===== config.mk =====
export PLATFORM = sky130hd
export DESIGN_NAME = special_mult_display
export DESIGN_NICKNAME = d
export VERILOG_FILES = /design/src/rtl/special_mult_pkg.sv /design/src/rtl/hex_to_seg7.sv /design/src/rtl/special_mult_display.sv
export SDC_FILE = /design/constraint.sdc
export NUM_CORES = 1
export LEC_CHECK = 0
export CORE_MARGIN = 3
export CORE_UTILIZATION = 40
export DETAILED_ROUTE_END_ITERATION = 16
export PLACE_DENSITY = 0.57
export SYNTH_ARGS = -nofsm -noshare
export SYNTH_HDL_FRONTEND = slang
export SYNTH_HIERARCHICAL = 1
export SYNTH_SLANG_ARGS = --single-unit

===== constraint.sdc =====
create_clock -name clk -period 2.4 [get_ports clk]
set_clock_uncertainty 0.1 [all_clocks]
set_input_delay 0.48 -clock clk [delete_from_list [all_inputs] [get_ports clk]]
set_output_delay 0.48 -clock clk [all_outputs]
set_load 0.05 [all_outputs]

===== src/rtl/special_mult_pkg.sv =====
// ---------------------------------------------------------------------------
// special_mult_pkg
// Shared constants for the special multiplier / display block:
//   - SEG_TABLE : seven-segment codes for hex digits 0..F, bit order gfedcba,
//                 1 = segment lit. Entry [n] is the code for digit n.
//   - SEG_BLANK : all segments off, used for leading-zero blanking.
//   - DEF_*_MAX : default band upper bounds for the transfer function.
// ---------------------------------------------------------------------------
package special_mult_pkg;

    localparam int DEF_LO_MAX  = 2;
    localparam int DEF_MID_MAX = 5;
    localparam int DEF_HI_MAX  = 8;

    localparam logic [6:0] SEG_BLANK = 7'b0000000;

    // Packed so that SEG_TABLE[n] selects the code for hex digit n.
    localparam logic [15:0][6:0] SEG_TABLE = {
        7'b1110001,   // F
        7'b1111001,   // E
        7'b1011110,   // d
        7'b0111001,   // C
        7'b1111100,   // b
        7'b1110111,   // A
        7'b1101111,   // 9
        7'b1111111,   // 8
        7'b0000111,   // 7
        7'b1111101,   // 6
        7'b1101101,   // 5
        7'b1100110,   // 4
        7'b1001111,   // 3
        7'b1011011,   // 2
        7'b0000110,   // 1
        7'b0111111    // 0
    };

endpackage


===== src/rtl/hex_to_seg7.sv =====
// ---------------------------------------------------------------------------
// hex_to_seg7
// Combinational hex-nibble to seven-segment decoder.
// Ports:
//   i_nib  in   4  hex digit value
//   o_seg  out  7  segment pattern, order gfedcba, 1 = lit
// ---------------------------------------------------------------------------
module hex_to_seg7
    import special_mult_pkg::*;
(
    input  logic [3:0] i_nib,
    output logic [6:0] o_seg
);

    assign o_seg = SEG_TABLE[i_nib];

endmodule


===== src/rtl/special_mult_display.sv =====
// ---------------------------------------------------------------------------
// special_mult_display
// Two-stage banded transfer function with a multiplexed hex display.
//   Stage 1 captures the operand, stage 2 registers f(op):
//     f(x) = x       for x <= LO_MAX
//            2x + 1  for LO_MAX  < x <= MID_MAX
//            2x - 1  for MID_MAX < x <= HI_MAX
//            0       otherwise
//   The registered result is scanned onto DIGITS seven-segment digits, one
//   digit per SCAN_DIV clock slot.
// Optional feature: define SPECIAL_MULT_BLANK_EN to blank leading zero digits
//   (digit 0 always shows its value).
// Ports:
//   clk           in   1        clock, rising edge
//   rst           in   1        asynchronous active-high reset
//   in_valid      in   1        operand strobe
//   in_data       in   IN_W     unsigned operand
//   result        out  IN_W+1   registered result
//   result_valid  out  1        one-cycle pulse per new result
//   seg           out  7        active digit segments, gfedcba, 1 = lit
//   an            out  DIGITS   one-hot digit enable, bit 0 = LS hex digit
// ---------------------------------------------------------------------------
module special_mult_display
    import special_mult_pkg::*;
#(
    parameter int IN_W     = 4,
    parameter int DIGITS   = 2,
    parameter int SCAN_DIV = 50000,
    parameter int LO_MAX   = DEF_LO_MAX,
    parameter int MID_MAX  = DEF_MID_MAX,
    parameter int HI_MAX   = DEF_HI_MAX
) (
    input  logic              clk,
    input  logic              rst,
    input  logic              in_valid,
    input  logic [IN_W-1:0]   in_data,
    output logic [IN_W:0]     result,
    output logic              result_valid,
    output logic [6:0]        seg,
    output logic [DIGITS-1:0] an
);

    localparam int RW = IN_W + 1;
    localparam int PW = (SCAN_DIV > 1) ? $clog2(SCAN_DIV) : 1;
    localparam int DW = (DIGITS > 1) ? $clog2(DIGITS) : 1;
    localparam int EW = 4 * DIGITS;

    // -----------------------------------------------------------------------
    // Datapath pipeline
    // -----------------------------------------------------------------------
    logic [IN_W-1:0] r_op;
    logic            r_v1;
    logic [RW-1:0]   r_result;
    logic            r_result_valid;

    logic [RW-1:0]   w_x;
    logic [RW-1:0]   w_dbl;
    logic [RW-1:0]   w_f;

    always_ff @(posedge clk or posedge rst) begin
        if (rst) begin
            r_op <= '0;
            r_v1 <= 1'b0;
        end else begin
            r_v1 <= in_valid;
            if (in_valid)
                r_op <= in_data;
        end
    end

    // Evaluated one bit wider than the operand so 2x+1 never overflows.
    // The 2x-1 band starts above MID_MAX >= 1, so it cannot underflow.
    assign w_x   = {1'b0, r_op};
    assign w_dbl = {r_op, 1'b0};

    always_comb begin
        w_f = '0;
        if (w_x <= RW'(LO_MAX))
            w_f = w_x;
        else if (w_x <= RW'(MID_MAX))
            w_f = w_dbl + RW'(1);
        else if (w_x <= RW'(HI_MAX))
            w_f = w_dbl - RW'(1);
    end

    always_ff @(posedge clk or posedge rst) begin
        if (rst) begin
            r_result       <= '0;
            r_result_valid <= 1'b0;
        end else begin
            r_result_valid <= r_v1;
            if (r_v1)
                r_result <= w_f;
        end
    end

    assign result       = r_result;
    assign result_valid = r_result_valid;

    // -----------------------------------------------------------------------
    // Display scan
    // seg/an are reloaded only when a slot begins, using the index of the
    // slot being entered, so a result update mid-slot never disturbs the
    // digit currently shown.
    // -----------------------------------------------------------------------
    logic [PW-1:0]     r_pre;
    logic [DW-1:0]     r_idx;
    logic [6:0]        r_seg;
    logic [DIGITS-1:0] r_an;

    logic              w_wrap;
    logic [DW-1:0]     w_idx_nxt;
    logic [EW-1:0]     w_ext;
    logic [3:0]        w_nib;
    logic [6:0]        w_seg_code;
    logic [6:0]        w_seg_nxt;
    logic [DIGITS-1:0] w_an_nxt;

    assign w_wrap    = (r_pre == PW'(SCAN_DIV - 1));
    assign w_idx_nxt = (r_idx == DW'(DIGITS - 1)) ? '0 : r_idx + DW'(1);
    assign w_ext     = EW'(r_result);
    assign w_nib     = w_ext[w_idx_nxt*4 +: 4];
    assign w_an_nxt  = DIGITS'(1) << w_idx_nxt;

    hex_to_seg7 u_hex_to_seg7 (
        .i_nib (w_nib),
        .o_seg (w_seg_code)
    );

`ifdef SPECIAL_MULT_BLANK_EN
    // A digit is a leading zero when it and every nibble above it are zero.
    logic [EW-1:0] w_upper;
    assign w_upper   = w_ext >> {w_idx_nxt, 2'b00};
    assign w_seg_nxt = ((w_idx_nxt != '0) && (w_upper == '0)) ? SEG_BLANK : w_seg_code;
`else
    assign w_seg_nxt = w_seg_code;
`endif

    always_ff @(posedge clk or posedge rst) begin
        if (rst) begin
            r_pre <= '0;
            r_idx <= '0;
            r_an  <= DIGITS'(1);
            r_seg <= SEG_TABLE[0];
        end else if (w_wrap) begin
            r_pre <= '0;
            r_idx <= w_idx_nxt;
            r_an  <= w_an_nxt;
            r_seg <= w_seg_nxt;
        end else begin
            r_pre <= r_pre + PW'(1);
        end
    end

    assign seg = r_seg;
    assign an  = r_an;

endmodule


==> results of run 1 <==
-- layout make-up --
type	instances	area, um^2	area share (%)
well taps	65	81.3	3.51
inverters	12	47.5	2.05
clock inverters	2	10.0	0.432
clock buffers	6	82.6	3.56
multi-input cells	137	953	41.1
repair buffers	24	233	10.0
flip-flops and latches	36	910	39.3
-- metal layers --
layer / up-vias / track usage (%)
li1: 709 / -
met1: 673 / 18.1
met2: 43 / 22.5
met3: 10 / 4.14
met4: 0 / 5.98
met5: - / 0
-- stage by stage --
stage               std cells  hold slack, ps  utilization, %  instance area (um^2)
floorplan                 193             252               -                  1960
global placement          274             348            49.1                  2220
detailed placement        274             349            49.1                  2220
CTS                       282             361            51.1                  2320
global route              282             374            51.1                  2320
finish                    282             357            51.1                  2320
-- power by group through the flow --
stage	clock network, uW	logic (uW)	registers [uW]
6_report	440	146	651
3_3_place_gp	0	144	661
4_1_cts	459	149	651
2_1_floorplan	0	58.5	696
3_5_place_dp	0	148	661
5_1_grt	482	159	654
-- Yosys cell counts (4+ instances only) --
cell type	instances
dfstp_2	7
xnor2_1	9
nand3_1	4
and2_1	4
ha_1	11
nor3_1	4
dfrtp_1	29
mux2_2	7
nand2_1	29
o21ai_0	6
nand4_1	4
inv_1	11
nor2_1	16
-- kinds of logic after synthesis --
kind of cell             Yosys count
AO/OA/AOI/OAI                     25
XOR/XNOR                          12
adder cells (fa/ha/maj)           11
buffers and inverters             20
flip-flops                        36
multiplexers                      11
AND/OR/NAND/NOR                   78
-- registers in the layout (all words and copies together), names as in the netlist --
register / flops
r_pre: 16
result: 5
r_op: 4
r_v1: 1
seg: 7
r_idx: 1
an: 1
result_valid: 1
-- final timing paths --
kind                       endpoint  slack [ps]
max reg2reg                  seg[3]         410
min                          seg[4]         360
max in group asynchronous    seg[0]        1370
min reg2reg                  seg[4]         360
min in group asynchronous  r_pre[6]         490
max                          seg[3]         210
==> impl_metrics.toml, run 1 <==
[synthesis]
synth-compound-area-share_pct = 8.67
syn_area_per_cell_um2 = 10.2
synthFlopType = "dfrtp_1"
synth_fp_nets = 211
synth_fa_ha_area_share_pct = 7.02
synth_xor_area_share_pct = 5.36
synth_mux_area_share_pct = 6.70
yosysSeqAreaShare_pct = 46.4
synth.top_cells.by_area = "dfrtp_1 37%, dfstp_2 9.4%, ha_1 7.0%, nand2_1 5.5%, mux2_2 4.0%"
synthArstFlopShare_pct = 100
synth_edf_count = 0
netlist.area_leader.share_pct = 37.0
ys_seq_elements = 36
yosys_warnings = 6
yosys.area_share.simple_pct = 20.9
synth_cells = 193
syn_area_um2 = 1960
synth_cell_type_count = 45
yosys.area.top_type = "dfrtp_1"
synth_top_family_by_area = "simple AND/OR/NAND/NOR gates"

[floorplan]
fp.dieW_um = 76.0
rows = 24
die_h_um = 76.0
die-area_um2 = 5780
start_util_pct = 43.3
core-area_um2 = 4530
io_pins = 22

[power_and_ir_drop]
power_switching_uw = 324
p_leak_uw = 0.000979
power_frac_seq_pct = 52.6
ir_worst_vdd_uv = 354
clock_power_share_pct = 35.5
p_int_uw = 913
switching_share_pct = 26.2
power_density_nw_per_um2 = 534
p_total_uw = 1240
combPwrFrac_pct = 11.8

[sta]
min_period_ps = 2190
rsz0062_at_grt = "no"
final.setup.tns_ps = 0
tightest_slew_ps = 515
fin_ws_ps = 206
slew_violations = 0
slew_headroom_pct = 65.6
max_freq_mhz = 456
finalHoldViolCount = 0
min_period_over_period_pct = 91.4
setup_viol = 0

[placement]
gp_congestion = 0.837
portBuffers = 21
dp_hpwl_mm = 2.74
pre_cts_slack_ps = 408

[worst_hold_path]
hold_depth = 2
hold_start = "seg[4]"
min_path_type = "register to register"

[worst_setup_path]
critPathCaptureType = "output pin"
crit_type = "register to output pin"
slowest_stage = "clkdlybuf4s50_1"
critPathRequiredTime_ps = 1820
path_buf_inv = 1
critPathArrivalTime_ps = 1610
worstPathMaxFanout = 2
crit_chain = "clkdlybuf4s50_1"
cp-startpoint = "seg[3]"
r2r_cells = 6
crit_cells = 1
crit_path_max_incr_delay_ps = 800
crit_family = "buffers and inverters"
timing.rr.start = "r_idx"
critical_path.startpoint_type = "register"

[routing]
vias = 1435
drc = 0
drt_iter0_drc = 56
wirelength_mm = 3.77
vias_per_cell = 5.09
top_layer = "met4"
met1_length_mm = 1.75
route.met2.wl_mm = 1.75
ant_nets = 0
wl_met3_um = 188
dr.pass1.iters = 4
wire_per_inst_um = 13.4

[cts]
clkLatencyLatePin_ps = 290
cts-root-buf = "clkbuf_8"
clk_path_buf_depth = 2
ctsHoldBuffers = 0
tritoncts = "done"
cts_buffers = 5
postCtsSetupBuffers = 0
clkSlewWorstSetupHoldPaths_ps = 70
htreeDepth = 2
postCtsResizedCells = 0
clock-sinks = 36

[layout]
fillers = 415
diodes = 0
nets = 234
mostFrequentLayoutCells = "29 x nand2_1, 29 x dfrtp_1, 21 x clkdlybuf4s50_1, 16 x nor2_1"
drive_above_1_share_pct = 15.2
syn_to_final_growth_pct = 18.1

[grt]
grt_antenna_before_repair = 0
grt_first_pass_wirelength_mm = 6.68
grt_max_degree = 37
overflow = 0
grt_pass1_vias = 1419
grt_usage_pct = 14.2

[run_status]
outcome = "finished clean"

[flow_run]
drv_cap = 0
(Power assumes the default switching activity.)
==> inputs of run 2 (changes only) <==
Settings changed: GPL_ROUTABILITY_DRIVEN set to 0.
==> results of run 2 <==
The final DEF is identical to that of run 1; final timing and power are the same.
